File: config.mk
export PLATFORM = sky130hd
export DESIGN_NAME = dispatch_ctrl
export DESIGN_NICKNAME = d
export VERILOG_FILES = /design/src/rtl/dispatch_ctrl_pkg.sv /design/src/rtl/dispatch_ctrl_decoder.sv /design/src/rtl/dispatch_ctrl.sv
export SDC_FILE = /design/constraint.sdc
export NUM_CORES = 1
export LEC_CHECK = 0
export ABC_AREA = 0
export BUFFER_PORTS_ARGS = -buffer_cell sky130_fd_sc_hd__buf_2
export CAP_MARGIN = 15
export CORE_UTILIZATION = 55
export CTS_BUF_LIST = sky130_fd_sc_hd__clkbuf_2 sky130_fd_sc_hd__clkbuf_4 sky130_fd_sc_hd__clkbuf_8
export DETAILED_ROUTE_END_ITERATION = 8
export PLACE_DENSITY_LB_ADDON = 0.3
export SYNTH_ARGS = -nofsm -noshare
export SYNTH_HDL_FRONTEND = slang
export SYNTH_SLANG_ARGS = --single-unit
export TNS_END_PERCENT = 50
File: constraint.sdc
create_clock -name clk_in -period 3.1 [get_ports clk_in]
set_input_delay 0.465 -clock clk_in [delete_from_list [all_inputs] [get_ports clk_in]]
set_output_delay 0.465 -clock clk_in [all_outputs]
set_load 0.03 [all_outputs]
File: src/rtl/dispatch_ctrl_pkg.sv
// dispatch_ctrl_pkg: shared widths, RV32I opcode constants, decoder opt codes
// and the dispatch FSM state encoding. Imported by dispatch_ctrl and its decoder.
package dispatch_ctrl_pkg;

  localparam int DATA_W = 32;
  localparam int OPT_W  = 7;
  localparam int REG_W  = 5;

  localparam logic [6:0] OPC_LUI    = 7'b0110111;
  localparam logic [6:0] OPC_AUIPC  = 7'b0010111;
  localparam logic [6:0] OPC_JAL    = 7'b1101111;
  localparam logic [6:0] OPC_JALR   = 7'b1100111;
  localparam logic [6:0] OPC_BRANCH = 7'b1100011;
  localparam logic [6:0] OPC_LOAD   = 7'b0000011;
  localparam logic [6:0] OPC_STORE  = 7'b0100011;
  localparam logic [6:0] OPC_OPIMM  = 7'b0010011;
  localparam logic [6:0] OPC_OP     = 7'b0110011;

  // Opt code 0 marks an instruction the decoder does not support.
  typedef enum logic [OPT_W-1:0] {
    OPT_NONE = 7'd0,  OPT_LUI  = 7'd1,  OPT_AUIPC = 7'd2,  OPT_JAL  = 7'd3,
    OPT_JALR = 7'd4,  OPT_BEQ  = 7'd5,  OPT_BNE   = 7'd6,  OPT_BLT  = 7'd7,
    OPT_BGE  = 7'd8,  OPT_BLTU = 7'd9,  OPT_BGEU  = 7'd10, OPT_LB   = 7'd11,
    OPT_LH   = 7'd12, OPT_LW   = 7'd13, OPT_LBU   = 7'd14, OPT_LHU  = 7'd15,
    OPT_SB   = 7'd16, OPT_SH   = 7'd17, OPT_SW    = 7'd18, OPT_ADDI = 7'd19,
    OPT_SLTI = 7'd20, OPT_SLTIU = 7'd21, OPT_XORI = 7'd22, OPT_ORI  = 7'd23,
    OPT_ANDI = 7'd24, OPT_SLLI = 7'd25, OPT_SRLI  = 7'd26, OPT_SRAI = 7'd27,
    OPT_ADD  = 7'd28, OPT_SUB  = 7'd29, OPT_SLL   = 7'd30, OPT_SLT  = 7'd31,
    OPT_SLTU = 7'd32, OPT_XOR  = 7'd33, OPT_OR    = 7'd34, OPT_AND  = 7'd35,
    OPT_SRL  = 7'd36, OPT_SRA  = 7'd37
  } opt_e;

  typedef enum logic {
    ST_EMPTY = 1'b0,
    ST_HELD  = 1'b1
  } state_e;

endpackage

File: src/rtl/dispatch_ctrl_decoder.sv
// dispatch_ctrl_decoder: combinational RV32I decoder.
// Ports: inst_i (instruction word) -> opt_o (opt code, 0 = unsupported),
//   rd_o/rs1_o/rs2_o (raw register fields), imm_o (sign-extended immediate),
//   is_ls_o (load/store, routed to LSB), is_btype_o (conditional branch).
module dispatch_ctrl_decoder
  import dispatch_ctrl_pkg::*;
(
  input  logic [DATA_W-1:0] inst_i,
  output logic [OPT_W-1:0]  opt_o,
  output logic [REG_W-1:0]  rd_o,
  output logic [REG_W-1:0]  rs1_o,
  output logic [REG_W-1:0]  rs2_o,
  output logic [DATA_W-1:0] imm_o,
  output logic              is_ls_o,
  output logic              is_btype_o
);

  logic [2:0] f3;
  assign f3    = inst_i[14:12];
  assign rd_o  = inst_i[11:7];
  assign rs1_o = inst_i[19:15];
  assign rs2_o = inst_i[24:20];

  always_comb begin
    opt_o      = OPT_NONE;
    imm_o      = '0;
    is_ls_o    = 1'b0;
    is_btype_o = 1'b0;
    case (inst_i[6:0])
      OPC_LUI:   begin opt_o = OPT_LUI;   imm_o = {inst_i[31:12], 12'b0}; end
      OPC_AUIPC: begin opt_o = OPT_AUIPC; imm_o = {inst_i[31:12], 12'b0}; end
      OPC_JAL: begin
        opt_o = OPT_JAL;
        imm_o = {{11{inst_i[31]}}, inst_i[31], inst_i[19:12], inst_i[20], inst_i[30:21], 1'b0};
      end
      OPC_JALR: begin
        if (f3 == 3'd0) opt_o = OPT_JALR;
        imm_o = {{20{inst_i[31]}}, inst_i[31:20]};
      end
      OPC_BRANCH: begin
        is_btype_o = 1'b1;
        imm_o = {{19{inst_i[31]}}, inst_i[31], inst_i[7], inst_i[30:25], inst_i[11:8], 1'b0};
        case (f3)
          3'd0: opt_o = OPT_BEQ;
          3'd1: opt_o = OPT_BNE;
          3'd4: opt_o = OPT_BLT;
          3'd5: opt_o = OPT_BGE;
          3'd6: opt_o = OPT_BLTU;
          3'd7: opt_o = OPT_BGEU;
          default: opt_o = OPT_NONE;
        endcase
      end
      OPC_LOAD: begin
        is_ls_o = 1'b1;
        imm_o   = {{20{inst_i[31]}}, inst_i[31:20]};
        case (f3)
          3'd0: opt_o = OPT_LB;
          3'd1: opt_o = OPT_LH;
          3'd2: opt_o = OPT_LW;
          3'd4: opt_o = OPT_LBU;
          3'd5: opt_o = OPT_LHU;
          default: opt_o = OPT_NONE;
        endcase
      end
      OPC_STORE: begin
        is_ls_o = 1'b1;
        imm_o   = {{20{inst_i[31]}}, inst_i[31:25], inst_i[11:7]};
        case (f3)
          3'd0: opt_o = OPT_SB;
          3'd1: opt_o = OPT_SH;
          3'd2: opt_o = OPT_SW;
          default: opt_o = OPT_NONE;
        endcase
      end
      OPC_OPIMM: begin
        imm_o = {{20{inst_i[31]}}, inst_i[31:20]};
        case (f3)
          3'd0: opt_o = OPT_ADDI;
          3'd1: opt_o = OPT_SLLI;
          3'd2: opt_o = OPT_SLTI;
          3'd3: opt_o = OPT_SLTIU;
          3'd4: opt_o = OPT_XORI;
          3'd5: opt_o = inst_i[30] ? OPT_SRAI : OPT_SRLI;
          3'd6: opt_o = OPT_ORI;
          default: opt_o = OPT_ANDI;
        endcase
      end
      OPC_OP: begin
        case (f3)
          3'd0: opt_o = inst_i[30] ? OPT_SUB : OPT_ADD;
          3'd1: opt_o = OPT_SLL;
          3'd2: opt_o = OPT_SLT;
          3'd3: opt_o = OPT_SLTU;
          3'd4: opt_o = OPT_XOR;
          3'd5: opt_o = inst_i[30] ? OPT_SRA : OPT_SRL;
          3'd6: opt_o = OPT_OR;
          default: opt_o = OPT_AND;
        endcase
      end
      default: opt_o = OPT_NONE;
    endcase
  end

endmodule

File: src/rtl/dispatch_ctrl.sv
// dispatch_ctrl: single-entry holding register between the instruction queue
// and the ROB/RS/LSB. Accepts one instruction, decodes it, and issues it to the
// LSB (loads/stores) or RS (everything else) once the ROB and target have room.
// Ports: clk_in, rst_n_in (async active-low), rdy_in (global freeze), flush_in;
//   iq_* instruction-queue head and iq_ready_out accept strobe;
//   rob/rs/lsb_full_in resource flags; issue_* registered issue bundle.
// Optional: DISPATCH_PERF_EN adds perf_issued_out / perf_stall_out counters.
//
// state    | meaning
// ST_EMPTY | holding register free, may accept from IQ
// ST_HELD  | one instruction latched, waiting to issue or be discarded
module dispatch_ctrl
  import dispatch_ctrl_pkg::*;
(
  input  logic              clk_in,
  input  logic              rst_n_in,
  input  logic              rdy_in,
  input  logic              flush_in,
  input  logic              iq_valid_in,
  input  logic [DATA_W-1:0] iq_inst_in,
  input  logic [DATA_W-1:0] iq_pc_in,
  input  logic              iq_pred_taken_in,
  output logic              iq_ready_out,
  input  logic              rob_full_in,
  input  logic              rs_full_in,
  input  logic              lsb_full_in,
  output logic              issue_valid_out,
  output logic              issue_to_lsb_out,
  output logic              issue_to_rs_out,
  output logic [OPT_W-1:0]  issue_opt_out,
  output logic [REG_W-1:0]  issue_rd_out,
  output logic [REG_W-1:0]  issue_rs1_out,
  output logic [REG_W-1:0]  issue_rs2_out,
  output logic [DATA_W-1:0] issue_imm_out,
  output logic [DATA_W-1:0] issue_pc_out,
  output logic              issue_is_btype_out,
  output logic              issue_pred_taken_out
`ifdef DISPATCH_PERF_EN
  ,
  output logic [31:0]       perf_issued_out,
  output logic [31:0]       perf_stall_out
`endif
);

  state_e            state_q, state_d;
  logic [DATA_W-1:0] inst_q, inst_d, pc_q, pc_d;
  logic              pred_q, pred_d;

  logic              valid_q, valid_d, to_lsb_q, to_lsb_d, to_rs_q, to_rs_d;
  logic [OPT_W-1:0]  opt_q, opt_d;
  logic [REG_W-1:0]  rd_q, rd_d, rs1_q, rs1_d, rs2_q, rs2_d;
  logic [DATA_W-1:0] imm_q, imm_d, ipc_q, ipc_d;
  logic              btype_q, btype_d, ipred_q, ipred_d;

  logic [OPT_W-1:0]  dec_opt;
  logic [REG_W-1:0]  dec_rd, dec_rs1, dec_rs2;
  logic [DATA_W-1:0] dec_imm;
  logic              dec_is_ls, dec_is_btype;
  logic              blocked;

`ifdef DISPATCH_PERF_EN
  logic [31:0] perf_issued_q, perf_issued_d, perf_stall_q, perf_stall_d;
`endif

  dispatch_ctrl_decoder u_decoder (
    .inst_i     (inst_q),
    .opt_o      (dec_opt),
    .rd_o       (dec_rd),
    .rs1_o      (dec_rs1),
    .rs2_o      (dec_rs2),
    .imm_o      (dec_imm),
    .is_ls_o    (dec_is_ls),
    .is_btype_o (dec_is_btype)
  );

  assign iq_ready_out = (state_q == ST_EMPTY) && rdy_in && !flush_in;
  assign blocked      = rob_full_in || (dec_is_ls ? lsb_full_in : rs_full_in);

  always_comb begin
    state_d  = state_q;
    inst_d   = inst_q;
    pc_d     = pc_q;
    pred_d   = pred_q;
    valid_d  = valid_q;
    to_lsb_d = to_lsb_q;
    to_rs_d  = to_rs_q;
    opt_d    = opt_q;
    rd_d     = rd_q;
    rs1_d    = rs1_q;
    rs2_d    = rs2_q;
    imm_d    = imm_q;
    ipc_d    = ipc_q;
    btype_d  = btype_q;
    ipred_d  = ipred_q;
`ifdef DISPATCH_PERF_EN
    perf_issued_d = perf_issued_q;
    perf_stall_d  = perf_stall_q;
`endif
    // With rdy_in low every register, flush included, simply holds.
    if (rdy_in) begin
      valid_d  = 1'b0;
      to_lsb_d = 1'b0;
      to_rs_d  = 1'b0;
      if (flush_in) begin
        state_d = ST_EMPTY;
      end else begin
        case (state_q)
          ST_EMPTY: begin
            if (iq_valid_in) begin
              inst_d  = iq_inst_in;
              pc_d    = iq_pc_in;
              pred_d  = iq_pred_taken_in;
              state_d = ST_HELD;
            end
          end
          default: begin
            // Unsupported encodings are dropped even when resources are full.
            if (dec_opt == OPT_NONE) begin
              state_d = ST_EMPTY;
            end else if (!blocked) begin
              valid_d  = 1'b1;
              to_lsb_d = dec_is_ls;
              to_rs_d  = !dec_is_ls;
              opt_d    = dec_opt;
              rd_d     = dec_rd;
              rs1_d    = dec_rs1;
              rs2_d    = dec_rs2;
              imm_d    = dec_imm;
              ipc_d    = pc_q;
              btype_d  = dec_is_btype;
              ipred_d  = pred_q;
              state_d  = ST_EMPTY;
`ifdef DISPATCH_PERF_EN
              perf_issued_d = perf_issued_q + 32'd1;
`endif
            end else begin
`ifdef DISPATCH_PERF_EN
              perf_stall_d = perf_stall_q + 32'd1;
`endif
            end
          end
        endcase
      end
    end
  end

  always_ff @(posedge clk_in or negedge rst_n_in) begin
    if (!rst_n_in) begin
      state_q  <= ST_EMPTY;
      inst_q   <= '0;
      pc_q     <= '0;
      pred_q   <= 1'b0;
      valid_q  <= 1'b0;
      to_lsb_q <= 1'b0;
      to_rs_q  <= 1'b0;
      opt_q    <= '0;
      rd_q     <= '0;
      rs1_q    <= '0;
      rs2_q    <= '0;
      imm_q    <= '0;
      ipc_q    <= '0;
      btype_q  <= 1'b0;
      ipred_q  <= 1'b0;
    end else begin
      state_q  <= state_d;
      inst_q   <= inst_d;
      pc_q     <= pc_d;
      pred_q   <= pred_d;
      valid_q  <= valid_d;
      to_lsb_q <= to_lsb_d;
      to_rs_q  <= to_rs_d;
      opt_q    <= opt_d;
      rd_q     <= rd_d;
      rs1_q    <= rs1_d;
      rs2_q    <= rs2_d;
      imm_q    <= imm_d;
      ipc_q    <= ipc_d;
      btype_q  <= btype_d;
      ipred_q  <= ipred_d;
    end
  end

`ifdef DISPATCH_PERF_EN
  always_ff @(posedge clk_in or negedge rst_n_in) begin
    if (!rst_n_in) begin
      perf_issued_q <= '0;
      perf_stall_q  <= '0;
    end else begin
      perf_issued_q <= perf_issued_d;
      perf_stall_q  <= perf_stall_d;
    end
  end
  assign perf_issued_out = perf_issued_q;
  assign perf_stall_out  = perf_stall_q;
`endif

  assign issue_valid_out      = valid_q;
  assign issue_to_lsb_out     = to_lsb_q;
  assign issue_to_rs_out      = to_rs_q;
  assign issue_opt_out        = opt_q;
  assign issue_rd_out         = rd_q;
  assign issue_rs1_out        = rs1_q;
  assign issue_rs2_out        = rs2_q;
  assign issue_imm_out        = imm_q;
  assign issue_pc_out         = ipc_q;
  assign issue_is_btype_out   = btype_q;
  assign issue_pred_taken_out = ipred_q;

endmodule

## Word-level counts from Yosys, hierarchy flattened

Index checks and enable logic that the tools add are counted.

- Register bits: 157
- Bits of input ports: 73
- Output and inout port bits: 92
- Logic and storage cells: 78

- Eq/ne operators: 16
- Muxes and demuxes: 31
- Bitwise gates (word level): 4
- Reduce and logical (&&, ||, !) cells: 12

Operators by type and width:

| kind | number |
|---|---|
| 32-bit case mux with 5 select lines | 1 |
| 7-bit case mux with 7 select lines | 2 |
| 7-bit case mux with 9 select lines | 1 |
| 4-bit case mux with 6 select lines | 1 |
| 1-bit 2-to-1 mux | 23 |
| 7-bit by 6-bit == test with 1-bit output (second input constant) | 3 |
| 7-bit == test (second input constant) | 3 |
| 4-bit case mux with 5 select lines | 1 |
| 5-bit case mux with 3 select lines | 1 |
| 7-bit by 5-bit == test with 1-bit output (second input constant) | 2 |
| 3-bit == test (second input constant) | 4 |
| 7-bit by 2-bit == test with 1-bit output (second input constant) | 1 |
| 7-bit zero test | 1 |
| 3-bit by 2-bit == test with 1-bit output (second input constant) | 2 |
| 5-bit AND reduction | 1 |
| 1-bit NOT | 4 |
| 4-bit AND reduction | 1 |
| 2-bit OR reduction | 2 |
| 3-bit by 1-bit == test with 1-bit output (second input constant) | 1 |
| 3-bit zero test | 1 |
| 3-bit 2-to-1 mux | 1 |
| 3-bit OR reduction | 1 |
| 1-bit logical AND | 2 |
| 1-bit zero test | 2 |
| 1-bit logical OR | 1 |

## Depth between registers and ports, before layout

Gate-level depths: netlist of run 1.

- Word-level depth: 9
- Depth in mapped cells: 11
- Depth with buffers taken out: 6

## By module

From an unflattened synthesis of run 1, not the netlist that was laid out.

- Cell total of the unflattened synthesis: 502
- Area, all modules: 7352.1 um^2

Modules (own cells, without submodules):

| module | times used | cells each | area an instance (um^2) | seq. area each (um^2) |
|---|---|---|---|---|
| dispatch_ctrl | 1 | 345 | 6342.3 | 3928.8 |
| dispatch_ctrl_decoder | 1 | 157 | 1009.7 | 0.0 |

## Worst setup path before layout of run 1

No wires, ideal clock.

- Kind: input-to-reg
- From: input port rdy_in
- To: register inst_q[22]
- Setup time: 0.125 ns
- Arrival time: 2.722 ns
- Required time: 2.975 ns
- Setup slack: 0.253 ns
- Stages on the path: 7
- Path buffers: 3
- Cells stage by stage: inv_1 nor3_1 and2_1 clkbuf_1 clkbuf_1 clkbuf_1 mux2_2

- Word-level cells in the longest chain between the ends: 1

Ends and longest elaborated chain:

| element | line | source |
|---|---|---|
| start: declaration | dispatch_ctrl.sv:17 | `input logic rdy_in,` |
| 4-bit AND reduction (no line) | - |  |
| end signal: assignment | dispatch_ctrl.sv:166 | `inst_q <= inst_d;` |
| end: declaration | dispatch_ctrl.sv:46 | `logic [DATA_W-1:0] inst_q, inst_d, pc_q, pc_d;` |

No other way between the ends.
A chain may end at the register's enable or synchronous reset.

## Worst setup path in the final report of run 1

- From: register inst_q[5]
- To: register rd_q[1] (netlist: issue_rd_out[1])

- Word-level cells in the longest chain between the ends: 7
- Elaborated cells between the ends (all ways): 18
- Those cells by class: 9 x eq/ne; 3 x mux; 2 x bitwise; 4 x reduce/logical

Ends and longest elaborated chain:

| element | line | source |
|---|---|---|
| branches (longest 6 deep; another with 7-bit case mux with 9 select lines) | - |  |
| 5-bit AND reduction (no line) (*) | - |  |
| end signal: assignment | dispatch_ctrl.sv:173 | `rd_q <= rd_d;` |
| end: declaration | dispatch_ctrl.sv:51 | `logic [REG_W-1:0] rd_q, rd_d, rs1_q, rs1_d, rs2_q, rs2_d;` |

Mark *: on every way between the ends.

==> qor.tcl, run 1 <==
set qor(run_status) {finished clean}
set qor(finalSetupTns_ns) 0
set qor(area.growth.synth_to_final_pct) 20.0
set qor(row_count) 40
set qor(rsz_0062_raised_after_global_routing) {no}
set qor(postSynthRegisterBits) 156
set qor(worst_setup_path_end_kind) {register}
set qor(layout_min_cycle_time_ns) 2.89
set qor(synth_async_sr_flop_share_pct) 100
set qor(crit_path_top_delay_cell) {sky130_fd_sc_hd__dfrtp_1}
set qor(synth.yosys.warnings) 0
set qor(leakage_nw) 4.04
set qor(worst-r2r-cell-count) 7
set qor(core_mm2) 0.0120
set qor(drt-initial-drc-count) 278
set qor(min_period_over_period_pct) 93.1
set qor(cpPeakStageDelay_ns) 0.64
set qor(globalplace.congestion) 0.869
set qor(vdd_drop_max_v) 0.000431
set qor(drt-vias-per-instance) 5.58
set qor(worst-slew-pin-transition_ns) 0.689
set qor(mostFrequentLayoutCell) {sky130_fd_sc_hd__buf_2}
set qor(hp-class) {primary input to asynchronous set/reset pin}
set qor(nNetsFinal) 756
set qor(clock_latency_ns) 0.45
set qor(pin_count_of_the_biggest_net_entering_global_routing) 74
set qor(clock_sink_total) 156
set qor(grt_overflow) 0
set qor(cts_max_path_buffers) 2
set qor(post_synth_main_area_contributors) {sky130_fd_sc_hd__dfrtp_1, sky130_fd_sc_hd__mux2_2, sky130_fd_sc_hd__mux2_1, sky130_fd_sc_hd__a21oi_1, sky130_fd_sc_hd__mux2i_1}
set qor(critical-path-top-delay-family) {compound AO/OA/AOI/OAI gates}
set qor(syn_inst) 524
set qor(crit_buf_inv) 1
set qor(die_area_mm2) 0.0128
set qor(postSynthNetCount) 597
set qor(number_of_ports_placed_on_the_die_boundary) 165
set qor(report.power.total_mw) 5.35
set qor(detail_route.first_pass.iterations) 6
set qor(portion_of_synthesized_cell_area_occupied_by_the_leading_cell_type_pct) 57.6
set qor(mostFrequentLayoutCells) {sky130_fd_sc_hd__buf_2, sky130_fd_sc_hd__dfrtp_1, sky130_fd_sc_hd__mux2_2}
set qor(timing.setup.critical_path_class) {register to register}
set qor(groute.usage.overall_pct) 24.6
set qor(cts_hold_buf) 0
set qor(cts_setup_buffers) 0
set qor(ys.flop_type) {sky130_fd_sc_hd__dfrtp_1}
set qor(worstReg2RegStart) {inst_q[5]}
set qor(grt_pass1_vias) 4812
set qor(syn-mean-instance-area_um2) 12.9
set qor(report.final.setup_viol) 0
set qor(tritoncts_clock_tree) {built}
set qor(total_switching_power_mw) 1.68
set qor(power.share.switching_pct) 31.4
set qor(clock_buffers_created_by_tritoncts) 17
set qor(route.detailed.wl_per_inst_um) 17.3
set qor(vias) 4700
set qor(grt_first_pass_wirelength_mm) 24.0
set qor(final_max_slew_viol_count) 0
set qor(p_comb_share_pct) 21.9
set qor(clk_pin_slew_ns) 0.08
set qor(cellInternalPower_mw) 3.67
set qor(h-tree-depth) 4
set qor(power.sequential.fraction_pct) 49.4
set qor(worstPathRequired_ns) 3.43
set qor(power.density_cell_area_mw_per_mm2) 657
set qor(die_width_um) 113
set qor(dp_hpwl_mm) 10.2
set qor(rrSetupSlack_ns) 0.21
set qor(synth.yosys.seq_area_share_pct) 57.6
set qor(port_buffers) 163
set qor(start_kind) {register}
set qor(finalHoldViolCount) 0
set qor(max-cap-violations) 0
set qor(reg2reg_to) {issue_rd_out[1]}
set qor(relSlewSlack_pct) 54.1
set qor(worst_slack_on_hold_paths_ns) 0.00500
set qor(fp.dieH_um) 113
set qor(antenna_found_initial) 0
set qor(n_antenna_cell) 0
set qor(synth-edff-count) 0
set qor(drcViolationCount) 0
set qor(synth_area_leader_cell) {sky130_fd_sc_hd__dfrtp_1}
set qor(post_route_cells_drive_above_1_share_pct) 42.0
set qor(post_synth_instance_area_mm2) 0.00678
set qor(wp_data_arrival_ns) 3.22
set qor(detail-route-antenna-nets) 0
set qor(clock-root-buffer) {sky130_fd_sc_hd__clkbuf_8}
set qor(timing.critical_path.cells) {nand3b_1 > a2bb2o_4 > a32oi_1 > nand4b_1 > o31a_2 > buf_12 > mux2_1}
set qor(effective_utilization_at_floorplan_pct) 56.4
set qor(routed_wl_mm) 14.6
set qor(ys_types) 54
set qor(power_frac_clock_pct) 28.7
set qor(postCtsResizedCells) 0
set qor(number_of_fillers_in_the_final_layout) 919
set qor(timing.fmax_mhz) 347
set qor(fin_worst_skew_ns) 0.0125
set qor(cp_max_fo) 60
[worst max-delay path by stage]
stage	slack [ns]	cells past startpoint	to	start
finish	0.21	7	issue_rd_out[1]	inst_q[5]
global placement	0.41	7	issue_pc_out[13]	inst_q[5]
detailed placement	0.27	7	issue_rd_out[1]	inst_q[5]
floorplan	0.25	7	inst_q[22]	rdy_in
global route	0.05	7	issue_rd_out[1]	inst_q[5]
CTS	0.27	7	issue_rd_out[1]	inst_q[5]
[registers in the layout, indices dropped and copies added (netlist names)]
signal / count
inst_q: 32
issue_imm_out: 32
issue_is_btype_out: 1
issue_opt_out: 6
issue_pc_out: 32
issue_pred_taken_out: 1
issue_rd_out: 5
issue_rs1_out: 5
issue_rs2_out: 5
issue_to_lsb_out: 1
issue_to_rs_out: 1
issue_valid_out: 1
pc_q: 32
pred_q: 1
state_q: 1
[routing by layer]
layer	vias to the layer above	global-route usage, %	share of wire (%)
li1	2194	-	-
met1	2333	30.8	43
met2	152	39.7	48
met3	21	8.25	6.9
met4	0	9.21	1.7
met5	-	0	0
[cell families (layout without fill, tap and decap cells)]
kind of cell | count (synthesis) | after routing | synth area share (%)
and+or+nand+nor | 83 | 83 | 6.98
muxes | 132 | 132 | 21.7
adders and majority gates | 1 | 1 | 0.148
DFF | 156 | 156 | 57.6
AOI/OAI and AO/OA | 87 | 87 | 8.73
xor gates and xnor gates | 1 | 1 | 0.129
buffers and inverters | 63 | 235 | 4.71
other | 1 | 1 | 0.0553
[stage by stage]
stage / util (%) / setup slack, ns / instance area, um^2 / instances
2_1_floorplan: - / 0.253 / 6780 / 524
3_3_place_gp: 64.4 / 0.406 / 7730 / 811
4_1_cts: 67.8 / 0.271 / 8140 / 843
5_1_grt: 67.8 / 0.0510 / 8140 / 843
3_5_place_dp: 64.4 / 0.270 / 7730 / 811
6_report: 67.8 / 0.215 / 8140 / 843
[power by group through the flow]
stage | Combinational [mW] | Sequential (mW) | Clock, mW
floorplan | 0.627 | 2.82 | 0
global placement | 1.14 | 2.66 | 0
detailed placement | 1.17 | 2.68 | 0
CTS | 1.18 | 2.64 | 1.58
global route | 1.27 | 2.70 | 1.65
finish | 1.17 | 2.64 | 1.54
[synth_stat cells, drive strengths merged, types with 2 or more instances]
| library cell | n |
|---|---|
| o2bb2ai | 2 |
| o211ai | 3 |
| o2111ai | 2 |
| or3 | 2 |
| a22o | 6 |
| nor2b | 3 |
| nand3 | 10 |
| mux2 | 118 |
| dfrtp | 156 |
| o21bai | 2 |
| nand3b | 4 |
| inv | 25 |
| o22a | 10 |
| mux2i | 14 |
| o21ai | 10 |
| nor4 | 3 |
| o22ai | 9 |
| and3b | 2 |
| buf | 26 |
| nand2 | 20 |
| and2 | 3 |
| a21oi | 29 |
| nor2 | 11 |
| a211oi | 4 |
| clkbuf | 12 |
| nand2b | 5 |
| a311o | 2 |
| nand4 | 4 |
| nor3 | 9 |
[final cells by class]
| cell class | instances | area (um^2) | area share, % |
|---|---|---|---|
| Clock inverter | 9 | 110 | 1.35 |
| Multi-Input combinational cell | 305 | 2560 | 31.5 |
| Clock buffer | 23 | 298 | 3.66 |
| Sequential cell | 156 | 3900 | 48.0 |
| Tap cell | 147 | 184 | 2.26 |
| Inverter | 25 | 93.8 | 1.15 |
| Timing Repair Buffer | 178 | 985 | 12.1 |
Power figures use the tool's default switching activity.
==> run 2, diff against run 1 <==
- CELL_PAD_IN_SITES_DETAIL_PLACEMENT: default -> 2
- CELL_PAD_IN_SITES_GLOBAL_PLACEMENT: default -> 2
- CORE_UTILIZATION: 55 -> 37
==> qor.tcl, run 2 (synthesis gave the netlist of run 1 again) <==
set qor(mostFrequentLayoutCells) {sky130_fd_sc_hd__buf_2, sky130_fd_sc_hd__dfrtp_1, sky130_fd_sc_hd__mux2_2}
set qor(min_period_over_period_pct) 93.6 ;# +0.56 points
set qor(worstPathRequired_ns) 3.48 ;# +0.05 ns
set qor(finalInstanceArea_mm2) 0.00844 ;# +3.8%
set qor(crit_path_top_delay_cell) {sky130_fd_sc_hd__o311ai_1}
set qor(grt_overflow) 0 ;# unchanged
set qor(reg2reg_to) {issue_imm_out[25]}
set qor(critical-path-top-delay-family) {compound AO/OA/AOI/OAI gates}
set qor(die_area_mm2) 0.0189 ;# +48%
set qor(dp_hpwl_mm) 14.5 ;# +43%
set qor(detail_route.first_pass.iterations) 4 ;# -2
set qor(groute.usage.overall_pct) 22.5 ;# -2.1 points
set qor(start_kind) {register}
set qor(finalHoldViolCount) 0 ;# unchanged
set qor(rsz_0062_raised_after_global_routing) {no}
set qor(number_of_ports_placed_on_the_die_boundary) 165 ;# unchanged
set qor(worstHoldStart) {iq_inst_in[6]}
set qor(cpPeakStageDelay_ns) 0.54 ;# -0.10 ns
set qor(worstReg2RegStart) {inst_q[3]}
set qor(tritoncts_clock_tree) {built}
set qor(grt_first_pass_wirelength_mm) 31.3 ;# +30%
set qor(number_of_fillers_in_the_final_layout) 1844 ;# +100%
set qor(finalSetupTns_ns) 0 ;# unchanged
set qor(placedInstanceArea_mm2) 0.00800 ;# +3.4%
set qor(drcViolationCount) 0 ;# unchanged
set qor(postLayoutSetupSlackWorst_ns) 0.197 ;# -0.0173 ns
set qor(pre_cts_setup_slack_ns) 0.181 ;# -0.0897 ns
set qor(drt-initial-drc-count) 230 ;# -17%
set qor(cp_max_fo) 17 ;# -72%
set qor(max-cap-violations) 0 ;# unchanged
set qor(worst-r2r-cell-count) 7 ;# unchanged
set qor(die_width_um) 137 ;# +22%
set qor(effective_utilization_at_floorplan_pct) 37.7 ;# -19 points
set qor(row_count) 49 ;# +23%
set qor(worst-slew-pin-transition_ns) 0.653 ;# -0.0357 ns
set qor(n_antenna_cell) 0 ;# unchanged
set qor(globalplace.congestion) 0.869 ;# about the same
set qor(area.growth.synth_to_final_pct) 24.5
set qor(report.power.total_mw) 5.61 ;# +5.0%
set qor(relSlewSlack_pct) 56.3 ;# +2.2 points
set qor(port_buffers) 163 ;# unchanged
set qor(h-tree-depth) 4 ;# unchanged
set qor(worst_hold_path.endpoint) {inst_q[6]}
set qor(report.final.setup_viol) 0 ;# unchanged
set qor(core_mm2) 0.0180 ;# +50%
set qor(wp_data_arrival_ns) 3.28 ;# +0.06 ns
set qor(hp-class) {primary input to register}
set qor(pin_count_of_the_biggest_net_entering_global_routing) 82 ;# +11%
set qor(final_max_slew_viol_count) 0 ;# unchanged
set qor(cts_max_path_buffers) 2 ;# unchanged
set qor(clock_latency_ns) 0.46 ;# about the same
set qor(crit_buf_inv) 2 ;# +1
set qor(worst_setup_path_end_kind) {register}
set qor(fin_worst_skew_ns) 0.0166 ;# +0.00410 ns
set qor(layout_min_cycle_time_ns) 2.90 ;# +0.0173 ns
set qor(clock-root-buffer) {sky130_fd_sc_hd__clkbuf_8}
set qor(timing.setup.critical_path_class) {register to register}
set qor(clock_buffers_created_by_tritoncts) 17 ;# unchanged
set qor(grt_pass1_vias) 5501 ;# +14%
set qor(vias) 4900 ;# +4.3%
set qor(min_delay_path_depth) 3
set qor(clk_pin_slew_ns) 0.10 ;# +0.02 ns
set qor(detail-route-antenna-nets) 0 ;# unchanged
set qor(fp.dieH_um) 137 ;# +22%
set qor(vdd_drop_max_v) 0.000280 ;# -35%
set qor(rrSetupSlack_ns) 0.20 ;# -0.02 ns
set qor(leakage_nw) 4.18 ;# +3.2%
set qor(nNetsFinal) 777 ;# +2.8%
set qor(drt-vias-per-instance) 5.18 ;# -7.1%
set qor(run_status) {finished clean}
set qor(timing.fmax_mhz) 345 ;# -0.60%
set qor(clock_sink_total) 156 ;# unchanged
set qor(routed_wl_mm) 20.0 ;# +37%
set qor(route.detailed.wl_per_inst_um) 21.2 ;# +22%
set qor(antenna_found_initial) 2 ;# +2
set qor(power.density_cell_area_mw_per_mm2) 665 ;# +1.2%
set qor(post_route_cells_drive_above_1_share_pct) 43.7 ;# +1.7 points
set qor(mostFrequentLayoutCell) {sky130_fd_sc_hd__buf_2}
set qor(worst_slack_on_hold_paths_ns) 0.226 ;# +0.221 ns
set qor(timing.critical_path.cells) {nand3b_1 > or3_1 > o311ai_1 > o31a_2 > buf_12 > buf_4 > mux2i_1}
[run 2: cell types whose count changed in the layout (fill, tap and decap cells not counted), sizes merged]
cell         change
clkbuf           -6
clkinv           +1
bufinv           +1
dlygate4sd3      +1
inv              +6
buf             +20
clkinvlp         -2
[run 2: worst max-delay path by stage]
stage          startpoint  cells after the start  slack, ns                end
5_1_grt         inst_q[3]                      7       0.03  issue_imm_out[25]
3_3_place_gp    inst_q[5]                      7       0.23   issue_opt_out[4]
6_report        inst_q[3]                      7       0.20  issue_imm_out[25]
3_5_place_dp    inst_q[5]                      8       0.18  issue_imm_out[25]
4_1_cts         inst_q[5]                      7       0.15   issue_pc_out[24]
2_1_floorplan      rdy_in                      7       0.25         inst_q[22]
[run 2: what timing repair did]
item / CTS / global route
buffers inserted: 0 / 0
hold buffers: 1 / 0
hold endpoints to repair: 47 / 0
resized for setup: 0 / 1
endpoints found under the setup margin: 0 / 29
[run 2: power breakdown]
group          leakage, nW  switching (mW)  internal [mW]
clock network        0.220           0.871          0.828
registers             1.93           0.311           2.36
logic                 2.02           0.728          0.516
total                 4.18            1.91           3.70
[run 2: layout make-up]
type | instances | area (um^2) | share of cell area (%)
Tap cell | 229 | 287 | 3.39
Clock inverter | 15 | 201 | 2.39
Timing Repair Buffer | 199 | 1160 | 13.7
Inverter | 25 | 93.8 | 1.11
Sequential cell | 156 | 3910 | 46.3
Clock buffer | 17 | 234 | 2.77
Multi-Input combinational cell | 305 | 2560 | 30.4
[run 2: worst min-delay path: stages]
cell	delay, ns
sky130_fd_sc_hd__buf_2	0.07
sky130_fd_sc_hd__nand2_1	0.04
sky130_fd_sc_hd__o21ai_0	0.06
[run 2: layer usage]
| metal | up-vias | track usage (%) | routed length (um) |
|---|---|---|---|
| met1 | 2536 | 26.0 | 8040 |
| li1 | 2221 | - | - |
| met3 | 24 | 6.88 | 1120 |
| met4 | 2 | 5.62 | 214 |
| met5 | - | 0 | 17 |
| met2 | 117 | 40.2 | 10600 |
[run 2: metrics by stage]
step | util [%] | instances
final | 47.0 | 946
after global routing | 47.0 | 946
after CTS | 47.0 | 946
after detailed placement | 44.5 | 913
after global placement | 44.5 | 913
after floorplan | - | 524
